[config.mk]
export PLATFORM = sky130hd
export DESIGN_NAME = rr_arbiter8
export DESIGN_NICKNAME = d
export VERILOG_FILES = /design/src/rtl/arb_pkg.sv /design/src/rtl/prio_enc8.sv /design/src/rtl/rr_arbiter8.sv
export SDC_FILE = /design/constraint.sdc
export NUM_CORES = 1
export LEC_CHECK = 0
export BUFFER_PORTS_ARGS = -buffer_cell sky130_fd_sc_hd__clkbuf_2
export CORE_ASPECT_RATIO = 1.4
export CORE_MARGIN = 8
export CORE_UTILIZATION = 55
export DETAILED_ROUTE_END_ITERATION = 6
export PLACE_DENSITY = 0.76
export SKIP_LAST_GASP = 1
export SYNTH_ARGS = -nofsm -noshare
export SYNTH_HDL_FRONTEND = slang
export SYNTH_SLANG_ARGS = --single-unit
[constraint.sdc]
create_clock -name clk -period 6.25 [get_ports clk]
set_input_delay 0.3125 -clock clk [delete_from_list [all_inputs] [get_ports clk]]
set_output_delay 0.3125 -clock clk [all_outputs]
set_load 0.02 [all_outputs]
[src/rtl/arb_pkg.sv]
// rtl/arb_pkg.sv - shared constants and state type for the round-robin arbiter
package arb_pkg;

  localparam int N_REQ            = 8;
  localparam int MAX_HOLD_DEFAULT = 16;

  typedef enum logic {
    IDLE  = 1'b0,
    GRANT = 1'b1
  } arb_state_e;

endpackage

[src/rtl/prio_enc8.sv]
// rtl/prio_enc8.sv - 8-bit lowest-index-first priority encoder
module prio_enc8 (
  input  logic [7:0] in_i,
  output logic       valid_o,
  output logic [2:0] idx_o
);

  // Scan from the top down so the lowest set bit is the last one written.
  always_comb begin
    idx_o   = 3'd0;
    valid_o = |in_i;
    for (int i = 7; i >= 0; i--) begin
      if (in_i[i]) idx_o = 3'(i);
    end
  end

endmodule

[src/rtl/rr_arbiter8.sv]
// rtl/rr_arbiter8.sv - 8-way round-robin arbiter with hold-time limit
import arb_pkg::*;

module rr_arbiter8 #(
  parameter int N        = N_REQ,
  parameter int MAX_HOLD = MAX_HOLD_DEFAULT
) (
  input  logic         clk,
  input  logic         rst_n,
  input  logic [N-1:0] req,
  output logic [N-1:0] gnt,
  output logic [2:0]   gnt_id,
  output logic         gnt_valid
);

  arb_state_e   state_q, state_d;
  logic [2:0]   ptr_q, ptr_d;
  logic [7:0]   hold_q, hold_d;
  logic [N-1:0] gnt_q, gnt_d;
  logic [2:0]   id_q, id_d;
  logic         valid_q, valid_d;

  logic [N-1:0] owner_mask;
  logic [N-1:0] cand;
  logic [N-1:0] cand_hi;
  logic [2:0]   base;
  logic         hi_valid, all_valid;
  logic [2:0]   hi_idx, all_idx;
  logic         win_valid;
  logic [2:0]   win_id;
  logic         release_c, timeout_c;

  // Candidate set excludes the current owner; the scan starts just past the
  // owner while granted, or at the stored pointer while idle.
  always_comb begin
    owner_mask = (state_q == GRANT) ? (N'(1) << id_q) : '0;
    cand       = req & ~owner_mask;
    base       = (state_q == GRANT) ? 3'(id_q + 3'd1) : ptr_q;
    cand_hi    = cand & (N'({N{1'b1}}) << base);
  end

  prio_enc8 u_enc_hi (
    .in_i    (cand_hi),
    .valid_o (hi_valid),
    .idx_o   (hi_idx)
  );

  prio_enc8 u_enc_all (
    .in_i    (cand),
    .valid_o (all_valid),
    .idx_o   (all_idx)
  );

  // Prefer requesters at/after the scan base, wrapping to the lowest index.
  always_comb begin
    win_valid = all_valid;
    win_id    = hi_valid ? hi_idx : all_idx;
    release_c = (state_q == GRANT) && !req[id_q];
    timeout_c = (state_q == GRANT) && (hold_q == 8'(MAX_HOLD - 1));
  end

  // Next-state: grant from idle, hold, release or timeout hand-over.
  always_comb begin
    state_d = state_q;
    ptr_d   = ptr_q;
    hold_d  = hold_q;
    gnt_d   = gnt_q;
    id_d    = id_q;
    valid_d = valid_q;
    case (state_q)
      IDLE: begin
        if (win_valid) begin
          state_d = GRANT;
          id_d    = win_id;
          gnt_d   = N'(1) << win_id;
          valid_d = 1'b1;
          hold_d  = 8'd0;
        end
      end
      GRANT: begin
        if (release_c || (timeout_c && win_valid)) begin
          ptr_d = 3'(id_q + 3'd1);
          if (win_valid) begin
            id_d    = win_id;
            gnt_d   = N'(1) << win_id;
            valid_d = 1'b1;
            hold_d  = 8'd0;
          end else begin
            state_d = IDLE;
            id_d    = 3'd0;
            gnt_d   = '0;
            valid_d = 1'b0;
            hold_d  = 8'd0;
          end
        end else if (timeout_c) begin
          hold_d = 8'd0;
        end else begin
          hold_d = hold_q + 8'd1;
        end
      end
      default: begin
        state_d = IDLE;
        gnt_d   = '0;
        id_d    = 3'd0;
        valid_d = 1'b0;
        hold_d  = 8'd0;
      end
    endcase
  end

  // State and registered outputs; reset drops any grant immediately.
  always_ff @(posedge clk or negedge rst_n) begin
    if (!rst_n) begin
      state_q <= IDLE;
      ptr_q   <= 3'd0;
      hold_q  <= 8'd0;
      gnt_q   <= '0;
      id_q    <= 3'd0;
      valid_q <= 1'b0;
    end else begin
      state_q <= state_d;
      ptr_q   <= ptr_d;
      hold_q  <= hold_d;
      gnt_q   <= gnt_d;
      id_q    <= id_d;
      valid_q <= valid_d;
    end
  end

  assign gnt       = gnt_q;
  assign gnt_id    = id_q;
  assign gnt_valid = valid_q;

endmodule

-- Word level (Yosys, flattened, before mapping)
Cells that the tools add are included.
- add/subtract/negate cells: 2
- $lt $le $gt $ge: 1
- equal/unequal tests: 3
- shifts and indexed selects: 3
- muxes and demuxes: 39
- bitwise operators: 4
- reduce and logical (&&, ||, !) cells: 9
- operators with widths (cell ; number):
    3-bit two-way mux ; 21
    8-bit two-way mux ; 7
    8-bit case mux with 2 select lines ; 2
    8-bit bitwise AND ; 2
    8-bit OR reduction ; 2
    1-bit by 3-bit left shift with 8-bit output, first input constant ; 2
    8-bit by 1-bit adder with 8-bit output, second input constant ; 1
    8-bit by 4-bit equality test with 1-bit output, second input constant ; 1
    8-bit inverter ; 1
    8-bit by 3-bit left shift with 8-bit output, first input constant ; 1
    3-bit case mux with 2 select lines ; 1
    1-bit two-way mux ; 5
    3-bit by 4-bit < comparator with 1-bit output, second input constant ; 1
    1-bit case mux with 2 select lines ; 2
    2-bit AND reduction ; 2
    3-bit by 1-bit adder with 3-bit output, second input constant ; 1
    1-bit binary-select mux with 3-bit select ; 1
    1-bit logical AND ; 3
    2-bit by 1-bit != test with 1-bit output, second input constant ; 1
    2-bit != test, second input constant ; 1
    1-bit logical NOT ; 1
    1-bit logical OR ; 1
    1-bit inverter ; 1
- register bits after elaboration: 24
- output and inout bits: 12
- logic and storage cells: 67

-- Depth between registers and ports, before layout
Gate-level depths: netlist (run 1).
- depth after elaboration: 18
- mapped depth: 11

-- By module
A second synthesis (run 1) with hierarchy kept.
- cells, all modules: 166
- area, all modules: 1615.3 um2
- modules (own cells, without submodules) (module ; instances ; cells each ; area an instance (um2) ; sequential area each (um2)):
    rr_arbiter8 ; 1 ; 140 ; 1452.6 ; 600.6
    prio_enc8 ; 2 ; 13 ; 81.3 ; 0.0

-- Worst setup path after synthesis (run 1)
OpenSTA, ideal clock, no wires.
- kind: register to register
- start: register id_q[2], in the netlist gnt_id[2]
- end: register gnt_q[1], in the netlist gnt[1]
- setup time: 0.122 ns
- arrival: 2.487 ns
- required time: 6.128 ns
- setup slack: 3.641 ns
- stages on the path, launching flop included: 10
- clock period less this slack: 2.609 ns
- path through: dfrtp_1 -> buf_4 -> inv_1 -> ha_1 -> o32ai_1 -> o21ai_0 -> a2111oi_2 -> o21ai_1 -> a22o_2 -> a32o_1
- cells in the longest elaborated chain, start to end: 18
- elaborated cells on any way between the ends: 41
- those cells by class: 1 x add/sub; 2 x eq/ne; 3 x shift; 25 x mux; 3 x bitwise; 7 x reduce/logical
- ends and longest elaborated chain (item ; line ; text):
    start, declared ; rr_arbiter8.sv:20 ; logic [2:0] id_q, id_d;
    start signal, assigned ; rr_arbiter8.sv:125 ; id_q <= id_d;
    parallel branches: the longest is 18 deep, another holds 3-bit by 1-bit adder with 3-bit output ; n/a ;
    end signal, assigned ; rr_arbiter8.sv:124 ; gnt_q <= gnt_d;
    end, declared ; rr_arbiter8.sv:19 ; logic [N-1:0] gnt_q, gnt_d;
Several ways; the timed one is not identified. The select of a mux whose other input is x is not followed.
A chain may end at the register's enable or synchronous reset.

-- Worst setup path in the final report (run 1)
Same ends and word-level chain as after synthesis.

==> reports/qor.txt, run 1 <==
outcome: completed
Clock Pin Slew Worst Setup and Hold Paths: 0.08 ns
Post-Layout Inst Area: 1900 µm²
reg-to-reg startpoint: gnt_id[2]$_DFFE_PN0P_
capture instance of the worst register-to-register path: gnt[1]$_DFFE_PN0P_
I/O Buffers: 21
total standard cell area after synthesis: 1750 µm²
number of antenna violations at the first check in global routing: 0
count of mapped cells out of synthesis: 194
number of sinks handled by clock tree synthesis: 24
die outline area: 5270 µm²
category of the critical setup timing path: reg -> reg
Setup violations, final: 0
Synthesized Nets: 211
maximum number of buffers from clock root to sink: 2
Die Ht: 82.8 µm
number of flops mapped to enable cells by yosys: 0
pwr/cell area: 534 nW/µm²
highest net fanout along the worst path: 14
setup_tns: 0 ns
Arrival @ worst endpoint: 3.27 ns
cell row count: 24
Final Critical Period: 3.11 ns
placed instance area: 1850 µm²
category of the worst setup path capture point: register
initial detailed-routing violation count: 72
gr ovfl total: 0
class of the worst hold path: in -> async
total wire length after detailed routing: 4.12 mm
TritonCTS clock tree: yes
GPL Wtd Cong: 1.01
Slew Limit Fails: 0
share of the cycle needed by the critical path after routing: 49.8%
max capacitance violation total: 0
primary flip-flop cell chosen by synthesis mapping: sky130_fd_sc_hd__dfrtp_1
CTS Hold Buffers Added: 0
Setup Skew: 0.00185 ns
diodes inserted: 0
number of cells on the worst reg-to-reg path: 8
unrepaired setup endpoints after global routing: false
detailed-route wire length per cell: 16.4 µm
number of global-route vias before repair: 1591
boundary pin count: 22
headroom to the max-slew limit: 42.5%
chain of cells forming the critical path: inv_1 -> ha_1 -> o32ai_1 -> o21ai_0 -> a2111oi_2 -> o21ai_1 -> a22o_2 -> a32o_1
end-of-flow core utilization: 61.6%
half-perimeter wire length after placement: 3.33 mm
Seq/Total Area, Yosys: 34.3%
total number of vias: 1527
worst stage delay on the critical path: 0.62 ns
asr flop ratio synth: 100%
Root Driver: sky130_fd_sc_hd__clkbuf_8
residual antenna-violating net count after detailed routing: 0
post-route DRC violation count: 0
transition time at the pin with the least slew margin: 0.863 ns
count of distinct cell types in the synthesized netlist: 53
count of H-tree levels built during CTS: 1
Worst Setup Start Kind: register
total global routing track utilization: 16.3%
initial cell density of the core: 56.6%
Num CTS Buffers: 3
average via count per standard cell: 6.08
Worst setup endpoint: gnt[1]$_DFFE_PN0P_
width of the die: 63.7 µm
final net count: 230
placeable core area: 3090 µm²
count of final hold-check violations: 0
number of storage elements in the synthesis netlist: 24
# resized after CTS: 0
length of the first detailed-routing pass in iterations: 4
Crit path required time: 6.41 ns
latest clock arrival within the worst-skew pair: 0.26 ns
Static Leakage: 0.887 nW
achievable frequency: 0.321 GHz
number of buffers inserted by post-CTS setup repair: 0
count of warnings emitted by yosys: 0
Layout area overhead: 8.71%
maximum vdd drop: 0.000397 V
flop2flop setup slack: 3.14 ns
Worst path slowest cell: sky130_fd_sc_hd__dfrtp_1
worst setup path startpoint: gnt_id[2]$_DFFE_PN0P_
global-route wire length before repair: 7.00 mm
pin count of the biggest net entering global routing: 25
share of layout cells above drive strength 1: 20.3%
mean instance size in the synthesized netlist: 9.03 µm²
through the flow:
step | total power, W | setup WS [ns] | instances | hold WS [ns]
3_5_place_dp | 0.000918 | 3.17 | 247 | 0.337
2_1_floorplan | 0.000781 | 3.64 | 194 | 0.0169
3_3_place_gp | 0.000900 | 3.23 | 247 | 0.326
6_report | 0.00102 | 3.14 | 251 | 0.0265
5_1_grt | 0.00110 | 2.95 | 251 | 0.0780
4_1_cts | 0.00102 | 3.14 | 251 | 0.0487
cell usage after synthesis (5+ instances only):
master | instances | area, µm²
sky130_fd_sc_hd__dfrtp_1 | 24 | 601
sky130_fd_sc_hd__o21ai_0 | 17 | 85.1
sky130_fd_sc_hd__nand3_1 | 6 | 30.0
sky130_fd_sc_hd__nand2_1 | 28 | 105
sky130_fd_sc_hd__a21oi_1 | 7 | 35.0
sky130_fd_sc_hd__nor2b_1 | 5 | 31.3
sky130_fd_sc_hd__inv_1 | 9 | 33.8
sky130_fd_sc_hd__nor2_1 | 15 | 56.3
sky130_fd_sc_hd__nand2b_1 | 6 | 37.5
sky130_fd_sc_hd__o21ai_1 | 5 | 25.0
sky130_fd_sc_hd__ha_1 | 7 | 87.6
metal layers:
metal | part of all wire, % | up-vias | track usage, %
met4 | 3.8 | 0 | 8.28
li1 | - | 755 | -
met2 | 51 | 38 | 30.5
met3 | 3.8 | 13 | 2.69
met5 | 0 | - | 0
met1 | 41 | 721 | 17.4
cells by family (layout without fill, tap and decap cells):
kind of cell | Yosys count | in the layout | share of synthesized area [%]
xor gates and xnor gates | 1 | 1 | 0.500
AOI/OAI and AO/OA | 66 | 66 | 28.4
adders and majority gates | 7 | 7 | 5.00
DFF | 24 | 24 | 34.3
and+or+nand+nor | 74 | 74 | 21.2
buffers and inverters | 17 | 35 | 5.50
muxes | 5 | 5 | 5.07
area by class of cell:
class / instances / area (µm²)
multi-input cells: 153 / 1050
flip-flops and latches: 24 / 601
clock buffers: 4 / 55.1
well taps: 39 / 48.8
repair buffers: 21 / 105
inverters: 10 / 40.0
fillers: 287 / 1190
where the power goes:
part | internal [W] | switching, W
registers | 0.000202 | 0.0000524
logic | 0.000261 | 0.000398
clock network | 0.0000562 | 0.0000467
critical path: cells and delay by family (launching register included):
family,cells,cell delay (ns)
AOI/OAI and AO/OA,6,1.83
adders and majority gates,1,0.39
buffers and inverters,1,0.17
DFF,1,0.62
how the worst min path moves through the flow:
stage | start | to | depth (start not counted)
final | rst_n | gnt[5]$_DFFE_PN0P_ | 1
after floorplan | rst_n | gnt[0]$_DFFE_PN0P_ | 0
after global placement | rst_n | gnt[4]$_DFFE_PN0P_ | 1
after CTS | rst_n | gnt[1]$_DFFE_PN0P_ | 1
after global routing | rst_n | gnt[4]$_DFFE_PN0P_ | 1
after detailed placement | rst_n | gnt[1]$_DFFE_PN0P_ | 1
flip-flops by register name, summed over array words and instances, names as in the netlist:
name	count
gnt	8
gnt_id	3
gnt_valid	1
hold_q	8
ptr_q	3
state_q	1
cells in the final DEF, fill, tap and decap left out, types with 3 or more instances in the layout:
cell and instances:
sky130_fd_sc_hd__nand2_1 28, sky130_fd_sc_hd__dfrtp_1 24, sky130_fd_sc_hd__clkbuf_2 21, sky130_fd_sc_hd__o21ai_0 17, sky130_fd_sc_hd__nor2_1 15, sky130_fd_sc_hd__inv_1 9, sky130_fd_sc_hd__a21oi_1 7, sky130_fd_sc_hd__ha_1 7
sky130_fd_sc_hd__nand2b_1 6, sky130_fd_sc_hd__nand3_1 6, sky130_fd_sc_hd__nor2b_1 5, sky130_fd_sc_hd__o21ai_1 5, sky130_fd_sc_hd__clkbuf_8 4, sky130_fd_sc_hd__o221ai_1 3, sky130_fd_sc_hd__and3_1 3, sky130_fd_sc_hd__a21o_1 3
sky130_fd_sc_hd__o31ai_1 3, sky130_fd_sc_hd__a32o_1 3, sky130_fd_sc_hd__a22o_2 3
Power figures use the tool's default switching activity.
==> inputs of run 2 (changes only) <==
Clock period 6.25 ns to 3.08 ns, I/O delays scaled along.
==> reports/qor.txt, run 2 (synthesized netlist as in run 1, its figures left out) <==
placeable core area: 3090 µm²
setup_tns: 0 ns
Num CTS Buffers: 3
most used cells in the layout excluding fill and tap cells: 28 x sky130_fd_sc_hd__nand2_1, 24 x sky130_fd_sc_hd__dfrtp_1, 21 x sky130_fd_sc_hd__clkbuf_2, 17 x sky130_fd_sc_hd__o21ai_0, 15 x sky130_fd_sc_hd__nor2_1
Layout area overhead: 10.9%
detailed-route wire length per cell: 17.5 µm
sum of internal, switching and leakage power: 0.00214 W
capture instance of the worst register-to-register path: gnt[1]$_DFFE_PN0P_
Worst setup endpoint: gnt[1]$_DFFE_PN0P_
latest clock arrival within the worst-skew pair: 0.26 ns
total global routing track utilization: 17.1%
Setup violations, final: 0
share of layout cells above drive strength 1: 21.8%
chain of cells forming the critical path: ha_1 -> ha_1 -> nor2b_1 -> o2bb2ai_1 -> a311oi_2 -> a2111oi_2 -> o21ai_1 -> a22o_2 -> a32o_1
final net count: 234
cell row count: 24
number of global-route vias before repair: 1590
count of buffering cells on the critical path with inverters included: 0
Placement Setup Slack: 0.0957 ns
Top cell by count, worst path: sky130_fd_sc_hd__ha_1
unrepaired setup endpoints after global routing: false
Clock Pin Slew Worst Setup and Hold Paths: 0.08 ns
total number of vias: 1583
total wire length after detailed routing: 4.46 mm
residual antenna-violating net count after detailed routing: 0
number of sinks handled by clock tree synthesis: 24
maximum vdd drop: 0.000766 V
pin count of the biggest net entering global routing: 25
initial cell density of the core: 56.6%
Setup Skew: 0.00218 ns
Final Critical Period: 2.89 ns
length of the first detailed-routing pass in iterations: 4
I/O Buffers: 21
average via count per standard cell: 6.21
number of buffers inserted by post-CTS setup repair: 0
TritonCTS clock tree: yes
initial detailed-routing violation count: 92
count of final hold-check violations: 0
kind of cell adding the most delay to the critical path: compound AO/OA/AOI/OAI gates
transition time at the pin with the least slew margin: 0.740 ns
most common library cell in the layout ignoring fill and taps: sky130_fd_sc_hd__nand2_1
diodes inserted: 0
half-perimeter wire length after placement: 3.50 mm
storage element area: 601 µm²
Worst Setup Start Kind: register
highest net fanout along the worst path: 10
end-of-flow core utilization: 62.8%
Slew Limit Fails: 0
worst stage delay on the critical path: 0.51 ns
headroom to the max-slew limit: 50.7%
Worst path slowest cell: sky130_fd_sc_hd__dfrtp_1
boundary pin count: 22
category of the worst setup path capture point: register
number of antenna violations at the first check in global routing: 0
width of the die: 63.7 µm
reg-to-reg startpoint: gnt_id[0]$_DFFE_PN0P_
achievable frequency: 0.347 GHz
worst hold slack after final layout: 0.429 ns
pwr/cell area: 1100 nW/µm²
Root Driver: sky130_fd_sc_hd__clkbuf_8
gr ovfl total: 0
maximum number of buffers from clock root to sink: 2
max capacitance violation total: 0
class of the worst hold path: in -> async
number of fillers in the final layout: 264
global-route wire length before repair: 7.30 mm
Arrival @ worst endpoint: 3.03 ns
outcome: completed
number of cells on the worst reg-to-reg path: 9
minimum setup slack in the final design: 0.194 ns
post-route DRC violation count: 0
category of the critical setup timing path: reg -> reg
flop2flop setup slack: 0.19 ns
Static Leakage: 0.907 nW
Die Ht: 82.8 µm
die outline area: 5270 µm²
share of the cycle needed by the critical path after routing: 93.7%
count of H-tree levels built during CTS: 1
worst setup path startpoint: gnt_id[0]$_DFFE_PN0P_
Crit path required time: 3.23 ns
GPL Wtd Cong: 0.992
combined area of the multi-input logic cells: 1060 µm²
cell count along the critical path: 9
-- run 2: changes by cell type in the layout (fill, tap and decap cells not counted), sizes merged --
cell and change:
buf +3, dlygate4sd3 +1
-- run 2: through the flow --
step           instance area (µm²)  instances
3_5_place_dp                  1870        250
3_3_place_gp                  1870        250
6_report                      1940        255
4_1_cts                       1940        255
2_1_floorplan                 1750        194
5_1_grt                       1940        255
-- run 2: how the worst min path moves through the flow --
stage,endpoint,slack [ns]
finish,gnt[5]$_DFFE_PN0P_,0.43
global route,gnt[7]$_DFFE_PN0P_,0.48
CTS,gnt[6]$_DFFE_PN0P_,0.43
global placement,gnt[4]$_DFFE_PN0P_,0.17
detailed placement,gnt[6]$_DFFE_PN0P_,0.18
floorplan,gnt[0]$_DFFE_PN0P_,-0.14
-- run 2: area by class of cell --
type / count / share of cell area [%]
inverter: 10 / 2.06
timing repair buffer: 25 / 7.08
sequential: 24 / 30.9
clock buffer: 4 / 2.83
multi-input combinational: 153 / 54.6
tap: 39 / 2.51
-- run 2: timing repair --
item	in CTS	in global routing
setup endpoints to repair	0	3
hold buffers	1	0
resized for setup	0	1
endpoints found under the hold margin	24	0
-- run 2: layer usage --
| metal | GRT usage (%) | up-vias | share of wire, % |
|---|---|---|---|
| met5 | 0 | - | 0 |
| met4 | 9.40 | 0 | 3.5 |
| met3 | 2.96 | 12 | 3.4 |
| met2 | 30.8 | 41 | 53 |
| met1 | 18.8 | 770 | 40 |
| li1 | - | 760 | - |
-- run 2: report_power, final --
group / internal (W) / total [W] / leakage (nW) / switching [W]
combinational: 0.000571 / 0.00144 / 0.568 / 0.000868
sequential: 0.000411 / 0.000496 / 0.309 / 0.0000848
clock: 0.000114 / 0.000206 / 0.0288 / 0.0000921
total: 0.00110 / 0.00214 / 0.907 / 0.00104
